File: config.mk
export PLATFORM = sky130hd
export DESIGN_NAME = seq_divider_flat
export DESIGN_NICKNAME = d
export VERILOG_FILES = /design/src/rtl/seq_divider_pkg.sv /design/src/rtl/seq_divider_if.sv /design/src/rtl/seq_divider_iter_counter.sv /design/src/rtl/seq_divider.sv /design/src/flat_wrapper.sv
export SDC_FILE = /design/constraint.sdc
export NUM_CORES = 1
export LEC_CHECK = 0
export ABC_CLOCK_PERIOD_IN_PS = 2900
export CAP_MARGIN = 20
export CORE_MARGIN = 5
export CORE_UTILIZATION = 54
export DETAILED_ROUTE_END_ITERATION = 10
export PLACE_DENSITY = 0.91
export SYNTH_ARGS = -nofsm -noshare
export SYNTH_HDL_FRONTEND = slang
export SYNTH_HIERARCHICAL = 1
export SYNTH_SLANG_ARGS = --single-unit
File: constraint.sdc
create_clock -name clk -period 2.9 [get_ports clk]
set_input_delay 0.435 -clock clk [delete_from_list [all_inputs] [get_ports clk]]
set_output_delay 0.435 -clock clk [all_outputs]
set_load 0.005 [all_outputs]
File: src/rtl/seq_divider_pkg.sv
// rtl/seq_divider_pkg.sv - shared divider states and default width
package div_pkg;

  localparam int DIV_WIDTH_DEFAULT = 16;

  typedef enum logic [1:0] {
    IDLE,
    RUN,
    DONE
  } div_state_e;

endpackage

File: src/rtl/seq_divider_if.sv
// rtl/seq_divider_if.sv - start/operand request and result bundle for seq_divider
interface seq_divider_if
  import div_pkg::*;
#(
  parameter int WIDTH = DIV_WIDTH_DEFAULT
);

  logic             start;
  logic [WIDTH-1:0] dividend;
  logic [WIDTH-1:0] divisor;
  logic             busy;
  logic             done;
  logic [WIDTH-1:0] quotient;
  logic [WIDTH-1:0] remainder;
  logic             div_by_zero;

  // Requester side: issues operands, watches results.
  modport master (
    output start, dividend, divisor,
    input  busy, done, quotient, remainder, div_by_zero
  );

  // Divider side.
  modport slave (
    input  start, dividend, divisor,
    output busy, done, quotient, remainder, div_by_zero
  );

endinterface

File: src/rtl/seq_divider_iter_counter.sv
// rtl/seq_divider_iter_counter.sv - iteration counter with clear and enable
module div_iter_counter #(
  parameter int CW = 5
) (
  input  logic          clk,
  input  logic          reset,
  input  logic          clear,
  input  logic          enable,
  output logic [CW-1:0] count
);

  // Clear wins over enable so a new operation always starts from zero.
  always_ff @(posedge clk) begin
    if (reset || clear) begin
      count <= '0;
    end else if (enable) begin
      count <= count + CW'(1);
    end
  end

endmodule

File: src/rtl/seq_divider.sv
// rtl/seq_divider.sv - restoring divider, one quotient bit per clock; DIV_SIGNED_EN enables two's complement
module seq_divider
  import div_pkg::*;
#(
  parameter int WIDTH = DIV_WIDTH_DEFAULT
) (
  input logic          clk,
  input logic          reset,
  seq_divider_if.slave bus
);

  localparam int CW = $clog2(WIDTH) + 1;

  div_state_e       state_q;
  div_state_e       state_d;

  logic [WIDTH-1:0] q_reg;
  logic [WIDTH-1:0] d_reg;
  logic [WIDTH-1:0] r_reg;

  logic [WIDTH:0]   rs;
  logic [WIDTH:0]   diff;
  logic [WIDTH-1:0] q_step;
  logic [WIDTH-1:0] r_step;

  logic [CW-1:0]    iter_count;
  logic             cnt_clear;
  logic             cnt_enable;
  logic             last_iter;
  logic             start_ok;
  logic             divisor_zero;

  logic [WIDTH-1:0] dividend_mag;
  logic [WIDTH-1:0] divisor_mag;
  logic [WIDTH-1:0] quotient_fix;
  logic [WIDTH-1:0] remainder_fix;

  logic [WIDTH-1:0] quotient_q;
  logic [WIDTH-1:0] remainder_q;
  logic             dbz_q;

  assign start_ok     = (state_q == IDLE) && bus.start;
  assign divisor_zero = (bus.divisor == '0);
  assign last_iter    = (iter_count == CW'(WIDTH - 1));

  // One restoring step: try subtracting D from the shifted partial remainder.
  assign rs     = {r_reg, q_reg[WIDTH-1]};
  assign diff   = rs - {1'b0, d_reg};
  assign q_step = {q_reg[WIDTH-2:0], ~diff[WIDTH]};
  assign r_step = diff[WIDTH] ? rs[WIDTH-1:0] : diff[WIDTH-1:0];

`ifdef DIV_SIGNED_EN
  logic q_neg_q;
  logic r_neg_q;

  // The core always divides magnitudes; most-negative maps onto itself,
  // which reads correctly as an unsigned magnitude.
  assign dividend_mag = bus.dividend[WIDTH-1] ? -bus.dividend : bus.dividend;
  assign divisor_mag  = bus.divisor[WIDTH-1]  ? -bus.divisor  : bus.divisor;

  // Remember the result signs at start for the fix-up on the final step.
  always_ff @(posedge clk) begin
    if (reset) begin
      q_neg_q <= 1'b0;
      r_neg_q <= 1'b0;
    end else if (start_ok) begin
      q_neg_q <= bus.dividend[WIDTH-1] ^ bus.divisor[WIDTH-1];
      r_neg_q <= bus.dividend[WIDTH-1];
    end
  end

  assign quotient_fix  = q_neg_q ? -q_step : q_step;
  assign remainder_fix = r_neg_q ? -r_step : r_step;
`else
  assign dividend_mag  = bus.dividend;
  assign divisor_mag   = bus.divisor;
  assign quotient_fix  = q_step;
  assign remainder_fix = r_step;
`endif

  div_iter_counter #(
    .CW(CW)
  ) u_iter_counter (
    .clk    (clk),
    .reset  (reset),
    .clear  (cnt_clear),
    .enable (cnt_enable),
    .count  (iter_count)
  );

  // State register.
  always_ff @(posedge clk) begin
    if (reset) begin
      state_q <= IDLE;
    end else begin
      state_q <= state_d;
    end
  end

  // Next state and counter control.
  always_comb begin
    state_d    = state_q;
    cnt_clear  = 1'b0;
    cnt_enable = 1'b0;
    case (state_q)
      IDLE: begin
        if (bus.start) begin
          cnt_clear = 1'b1;
          state_d   = divisor_zero ? DONE : RUN;
        end
      end
      RUN: begin
        cnt_enable = 1'b1;
        if (last_iter) begin
          state_d = DONE;
        end
      end
      DONE: begin
        state_d = IDLE;
      end
      default: begin
        state_d = IDLE;
      end
    endcase
  end

  // Working registers and result registers; results are loaded on the edge
  // into DONE so they are valid for the whole done cycle and then hold.
  always_ff @(posedge clk) begin
    if (reset) begin
      q_reg       <= '0;
      d_reg       <= '0;
      r_reg       <= '0;
      quotient_q  <= '0;
      remainder_q <= '0;
      dbz_q       <= 1'b0;
    end else begin
      case (state_q)
        IDLE: begin
          if (bus.start) begin
            q_reg <= dividend_mag;
            d_reg <= divisor_mag;
            r_reg <= '0;
            if (divisor_zero) begin
              quotient_q  <= '1;
              remainder_q <= bus.dividend;
              dbz_q       <= 1'b1;
            end
          end
        end
        RUN: begin
          q_reg <= q_step;
          r_reg <= r_step;
          if (last_iter) begin
            quotient_q  <= quotient_fix;
            remainder_q <= remainder_fix;
            dbz_q       <= 1'b0;
          end
        end
        default: begin
        end
      endcase
    end
  end

  assign bus.busy        = (state_q != IDLE);
  assign bus.done        = (state_q == DONE);
  assign bus.quotient    = quotient_q;
  assign bus.remainder   = remainder_q;
  assign bus.div_by_zero = dbz_q;

endmodule

File: src/flat_wrapper.sv
// flat-port wrapper written by rule: the top's interface ports become plain ports
module seq_divider_flat import div_pkg::*;
#(
  parameter int WIDTH = DIV_WIDTH_DEFAULT
)
  (clk, reset, bus_start, bus_dividend, bus_divisor, bus_busy, bus_done, bus_quotient, bus_remainder, bus_div_by_zero);
  seq_divider_if #(.WIDTH(WIDTH)) bus_i ();
  input logic clk;
  input logic reset;
  input wire logic [$bits(bus_i.start)-1:0] bus_start;
  input wire logic [$bits(bus_i.dividend)-1:0] bus_dividend;
  input wire logic [$bits(bus_i.divisor)-1:0] bus_divisor;
  output wire logic [$bits(bus_i.busy)-1:0] bus_busy;
  output wire logic [$bits(bus_i.done)-1:0] bus_done;
  output wire logic [$bits(bus_i.quotient)-1:0] bus_quotient;
  output wire logic [$bits(bus_i.remainder)-1:0] bus_remainder;
  output wire logic [$bits(bus_i.div_by_zero)-1:0] bus_div_by_zero;
  assign bus_i.start = bus_start;
  assign bus_i.dividend = bus_dividend;
  assign bus_i.divisor = bus_divisor;
  assign bus_busy = bus_i.busy;
  assign bus_done = bus_i.done;
  assign bus_quotient = bus_i.quotient;
  assign bus_remainder = bus_i.remainder;
  assign bus_div_by_zero = bus_i.div_by_zero;
  seq_divider #(.WIDTH(WIDTH)) u_core (.clk(clk), .reset(reset), .bus(bus_i));
endmodule
==> results.md, run 1 <==
- Setup TNS: 0 ns
- Post-Syn Area: 4490 um2
- Rows: 33
- Core Footprint: 8180 um2
- NumNets Final: 677
- Min-delay worst type: reg -> reg
- CP Class: reg -> reg
- Most frequent cells in the layout: nand2_1, dfxtp_1, clkdlybuf4s50_1
- Hold path startpoint: u_core/d_reg[8]
- Sequential area share after synthesis: 0.392
- Die Area: 10200 um2
- Commonest non-fill, non-tap cell in the layout: nand2_1
- Post-synth cell types: 57
- Ys async rst share: 0
- Leak pwr: ~2.1 nW
- Final Cycle Share: 0.937
- Final hold slack: approximately 0.46 ns
- Synthesized net count: approximately 600
- Least-Margin Pin Slew: 0.707 ns
- WL per Instance: 17.0 um
- Post-synth top area cell: dfxtp_1
- Ys Warns: 6
- R2R cell count: 12
- Pwr dens: between 700 and 800 nW/um2
- DRT iter0 DRCs: 403
- Max-slew violations: 0
- CTS clk-pin slew, worst paths: 0.09 ns
- Antenna violations before repair: 0
- PortBufs: 69
- Critical Path Source Type: register
- CTS max path bufs: 2
- Routed WL: 12500 um
- GR Util All Layers: 0.246
- Syn Area/Cell: just over 8 um2
- # DRC: 0
- GP Congestion: 0.882
- Max-cap violations: 0
- Vias in the first global route: 4267
- WP data arrival: about 2.9 ns
- Critical path capture point type: register
- Final Cell Area: between 5000 and 6000 um2
- RSZ-0062 raised after global routing: false
- Diode count: 0
- Drt pass-1 iters: 5
- Crit. Startpoint: u_core/q_reg[15]
- Root cell of the clock tree: clkbuf_8
- Grt ovf: 0
- Fmax: 368 MHz
- Final Skew: 0.0131 ns
- H-tree depth: 3
- Reg2Reg Setup Slack: 0.18 ns
- Status: complete, no violations
- Die Y: 101 um
- Maximum vdd drop: 0.495 mV
- Largest net degree at the start of global routing: between 50 and 60
- Final hold viol count: 0
- Dpl hpwl: 9150 um
- Initial Utilization: 0.549
- Clock Latency Late Sink: between 0.3 and 0.4 ns
- Worst R2R End: u_core/bus.remainder[4]
- CTS sink cnt: 88
- Fraction of layout cells with a size suffix above 1: 0.0859
- Global-route wire length before repair: about 20000 um
- I/O Pins: 70
- FILL cells: 656
- Top_reg_cell synth: dfxtp_1
- Hold Path End: u_core/d_reg[8]
- Synth top area cells: dfxtp_1, nand2_1, a21oi_1, nor2_1, ha_1
- Slew headroom: 0.527
- Area Growth Syn to Fin: 23.6%
- Cell Area, Placed: 5350 um2
- Setup-failing EPs final: 0
- Vias/cell: 6.03
- RR Startpoint: u_core/q_reg[15]
- Hold depth: 2
- Gate Count Post-Synth: roughly 560
- Req. time, crit path: between 3 and 4 ns
- Number of flops mapped to enable cells by yosys: 0
- Total CTS buffers: 9
- Synth top area share: 0.392
- CTS tree: yes
- Minimum clock period: 2.72 ns
- Die Wd: approximately 100 um
- Vias: 4426
- Post-route ant nets: 0
- Critical-path maximum fanout: 10
- Seq cells post-synth: 88
## per-layer routing
layer  global-route usage  vias up  part of all wire
met3               0.0496       29             0.069
met5                    0        -                 0
li1                     -     2137                 -
met4               0.0992        0             0.027
met1                0.309     2081              0.43
met2                0.414      179              0.48
## critical path, stage by stage, from the launching register on
cell and delay, ns:
dfxtp_1 0.35, inv_1 0.05, ha_1 0.22, fa_1 0.40, nand2b_1 0.19, a21oi_2 0.17
o211ai_1 0.14, o211ai_2 0.14, buf_4 0.18, xor2_2 0.20, buf_12 0.17, mux2i_2 0.25
o22ai_1 0.12
## final cells by class
class | instances | area [um2] | area share
multi-input combinational | 411 | 2520 | 0.454
timing repair buffer | 91 | 876 | 0.158
clock inverter | 6 | 50.0 | 0.00902
clock buffer | 10 | 128 | 0.0230
sequential | 88 | 1760 | 0.317
inverter | 23 | 86.3 | 0.0156
tap | 105 | 131 | 0.0237
## cell usage after synthesis (8+ instances only)
cell type	instances
dfxtp_1	88
mux2i_1	10
o21ai_0	19
inv_1	22
and3_1	9
nor2_1	58
nand2_1	89
clkbuf_1	26
a211oi_1	24
a21oi_1	47
a311oi_1	19
xnor2_1	8
ha_1	17
nand3_1	10
## kinds of logic after synthesis
logic type | Yosys count | synth area share
AO/OA/AOI/OAI | 158 | 0.237
buffers and inverters | 59 | 0.0535
multiplexers | 15 | 0.0348
flip-flops | 88 | 0.392
XOR/XNOR | 10 | 0.0212
AND/OR/NAND/NOR | 210 | 0.209
adder cells (fa/ha/maj) | 18 | 0.0518
## timing repair
item                       CTS  global route
setup endpoints to repair    0            18
resized for setup            0             4
hold buffers                 0             0
hold endpoints to repair     0             0
buffers inserted             0             0
## through the flow
| stage | setup slack (ns) | cells | utilization | power [mW] |
|---|---|---|---|---|
| CTS | 0.0609 | 734 | 0.677 | 3.86 |
| global placement | 0.178 | 718 | 0.655 | 3.03 |
| detailed placement | 0.107 | 718 | 0.655 | 3.07 |
| finish | 0.182 | 734 | 0.679 | 3.92 |
| floorplan | 0.266 | 558 | - | 2.50 |
| global route | 0.0123 | 734 | 0.679 | 4.13 |
## report_power, final
| part | internal, mW | switching, mW | total, mW |
|---|---|---|---|
| Clock | 0.323 | 0.476 | 0.799 |
| Sequential | 1.32 | 0.0835 | 1.40 |
| Combinational | 0.789 | 0.928 | 1.72 |
| Total | 2.43 | 1.49 | 3.92 |
## worst max path at each step
| stage | end | slack, ns | depth (start not counted) |
|---|---|---|---|
| global route | u_core/bus.remainder[2] | 0.01 | 12 |
| CTS | u_core/bus.remainder[11] | 0.06 | 10 |
| floorplan | u_core/bus.remainder[12] | 0.27 | 11 |
| global placement | u_core/bus.remainder[11] | 0.18 | 10 |
| finish | u_core/bus.remainder[4] | 0.18 | 12 |
| detailed placement | u_core/bus.remainder[11] | 0.11 | 10 |
No activity file was read; power rests on OpenSTA's default activity.
==> run 2: changes to the inputs <==
ABC_CLOCK_PERIOD_IN_PS = 2290   (was 2900)
CELL_PAD_IN_SITES_DETAIL_PLACEMENT = 1   (was not set)
CELL_PAD_IN_SITES_GLOBAL_PLACEMENT = 2   (was not set)
CORE_UTILIZATION = 28   (was 54)
CTS_CLUSTER_SIZE = 14   (was not set)
PLACE_DENSITY = 0.86   (was 0.91)
clock period = 2.29 ns   (was 2.9 ns; I/O delays follow)
==> results.md, run 2 (same netlist as run 1, synthesis figures left out) <==
- Req. time, crit path: 2.49 ns (-0.63 ns)
- Final Skew: 0.0119 ns (-0.00121 ns)
- Commonest non-fill, non-tap cell in the layout: buf_4
- Dpl hpwl: 12200 um (+34%)
- Failing checks: setup timing
- Max-cap violations: 0 (unchanged)
- Die Y: 137 um (+35%)
- Final Total Pwr: 7.21 mW (+84%)
- Fraction of layout cells with a size suffix above 1: 0.276 (+0.190)
- Status: complete, but fails checks
- Max-slew violations: 0 (unchanged)
- Rows: 46 (+39%)
- Post-Layout Cell Count: 926 (+26%)
- CTS sink cnt: 88 (unchanged)
- CP Class: reg -> reg
- Initial Utilization: 0.284 (-0.265)
- Critical path capture point type: register
- I/O Pins: 70 (unchanged)
- DRT iter0 DRCs: 304 (-25%)
- Core Footprint: 15800 um2 (+94%)
- WL per Instance: 18.7 um (+10%)
- Most frequent cells in the layout: buf_4, nand2_1, dfxtp_1
- Setup slack after layout: -0.317 ns (-0.500 ns)
- NumNets Final: 758 (+12%)
- # DRC: 0 (unchanged)
- CTS Hold Bufs: 0 (unchanged)
- Global-route wire length before repair: 26600 um (+32%)
- WP data arrival: 2.81 ns (-0.13 ns)
- Routed WL: 17300 um (+39%)
- Grt ovf: 0 (unchanged)
- Final Cycle Share: 1.14 (+0.201)
- Critical-path maximum fanout: 6 (-4)
- Fmax: 384 MHz (+4.2%)
- Slew headroom: 0.541 (+0.0136)
- Antenna violations before repair: 0 (unchanged)
- Reg2Reg Setup Slack: -0.32 ns (-0.50 ns)
- CTS clk-pin slew, worst paths: 0.07 ns (-0.02 ns)
- Wire length on met1: 7630 um (+44%)
- Final hold viol count: 0 (unchanged)
- Diode count: 0 (unchanged)
- Clock Latency Late Sink: 0.35 ns (about the same)
- Leak pwr: 2.63 nW (+27%)
- Drt pass-1 iters: 4 (-1)
- CTS max path bufs: 2 (unchanged)
- RSZ-0062 raised after global routing: true
- Vias/cell: 5.10 (-15%)
- Root cell of the clock tree: clkbuf_16
- Largest net degree at the start of global routing: 73 (+30%)
- Pwr dens: 1040 nW/um2 (+47%)
- Pre-CTS WS: -0.398 ns (-0.505 ns)
- Highest metal used: met4
- GP Congestion: 0.950 (+7.6%)
- Minimum clock period: 2.61 ns (-0.110 ns)
- Maximum vdd drop: 0.481 mV (-2.9%)
- Min-delay worst type: in -> reg
- H-tree depth: 3 (unchanged)
- Vias in the first global route: 5085 (+19%)
- Setup-failing EPs final: 33 (+33)
- Post-route ant nets: 0 (unchanged)
- CTS tree: yes
- PortBufs: 69 (unchanged)
- Vias: 4722 (+6.7%)
- Least-Margin Pin Slew: 0.689 ns (-0.0178 ns)
- Die Area: 18700 um2 (+82%)
- Area Growth Syn to Fin: 55.1%
- # placed instances: 898 (+25%)
- GR Util All Layers: 0.181 (-0.0655)
- Total CTS buffers: 9 (unchanged)
- Met3 WL: 653 um (-24%)
- Critical Path Source Type: register
- Die Wd: 137 um (+35%)
- Met2 WL: 8760 um (+47%)
==> run 2: what timing repair did <==
action / 4_1_cts / 5_1_grt
setup endpoints to repair: 34 / 44
resized for setup: 40 / 52
pin swaps: 12 / 18
hold endpoints to repair: 0 / 0
setup buffers: 5 / 7
cloned: 1 / 0
==> run 2: metal layers <==
layer / vias up / GRT usage
met5: - / 0
met4: 0 / 0.0571
met3: 21 / 0.0353
met2: 103 / 0.317
met1: 2309 / 0.222
li1: 2289 / -
==> run 2: stage by stage <==
stage,setup TNS (ns),area [um2],utilization,hold WS [ns]
floorplan,-0.611,4550,-,0.436
global placement,-6.99,6070,0.383,0.445
detailed placement,-10.32,6070,0.383,0.452
CTS,-6.26,6670,0.421,0.340
global route,-10.89,6960,0.440,0.377
finish,-8.12,6960,0.440,0.339
==> run 2: worst max-delay path, stage by stage (launching register included) <==
cell      delay [ns]
dfxtp_2         0.34
inv_2           0.05
ha_4            0.15
fa_2            0.34
nand2b_4        0.17
a21oi_4         0.14
o211ai_1        0.15
o211ai_4        0.14
buf_6           0.14
xor2_4          0.17
buf_6           0.13
buf_12          0.14
mux2i_4         0.28
o21ai_1         0.11
==> run 2: final cells by class <==
class                   count  area [um2]
clock buffers              10         229
repair buffers            172        1550
multi-input cells         411        2970
flip-flops and latches     88        1770
fillers                  1858        8860
inverters                  23        86.3
clock inverters             6        92.6
well taps                 216         270
==> run 2: path summary, 6_finish.rpt <==
| path | startpoint | end | cells after the start |
|---|---|---|---|
| max | u_core/q_reg[15] | u_core/r_reg[4] | 13 |
| min | reset | u_core/r_reg[15] | 2 |
| max reg2reg | u_core/q_reg[15] | u_core/r_reg[4] | 13 |
| min reg2reg | u_core/d_reg[13] | u_core/d_reg[13] | 2 |
==> run 2: power by group <==
group	switching, mW	leakage, nW	internal, mW	total (mW)
clock	0.649	0.155	0.964	1.61
sequential	0.114	0.720	1.67	1.78
combinational	1.84	1.75	1.98	3.82
total	2.60	2.63	4.61	7.21
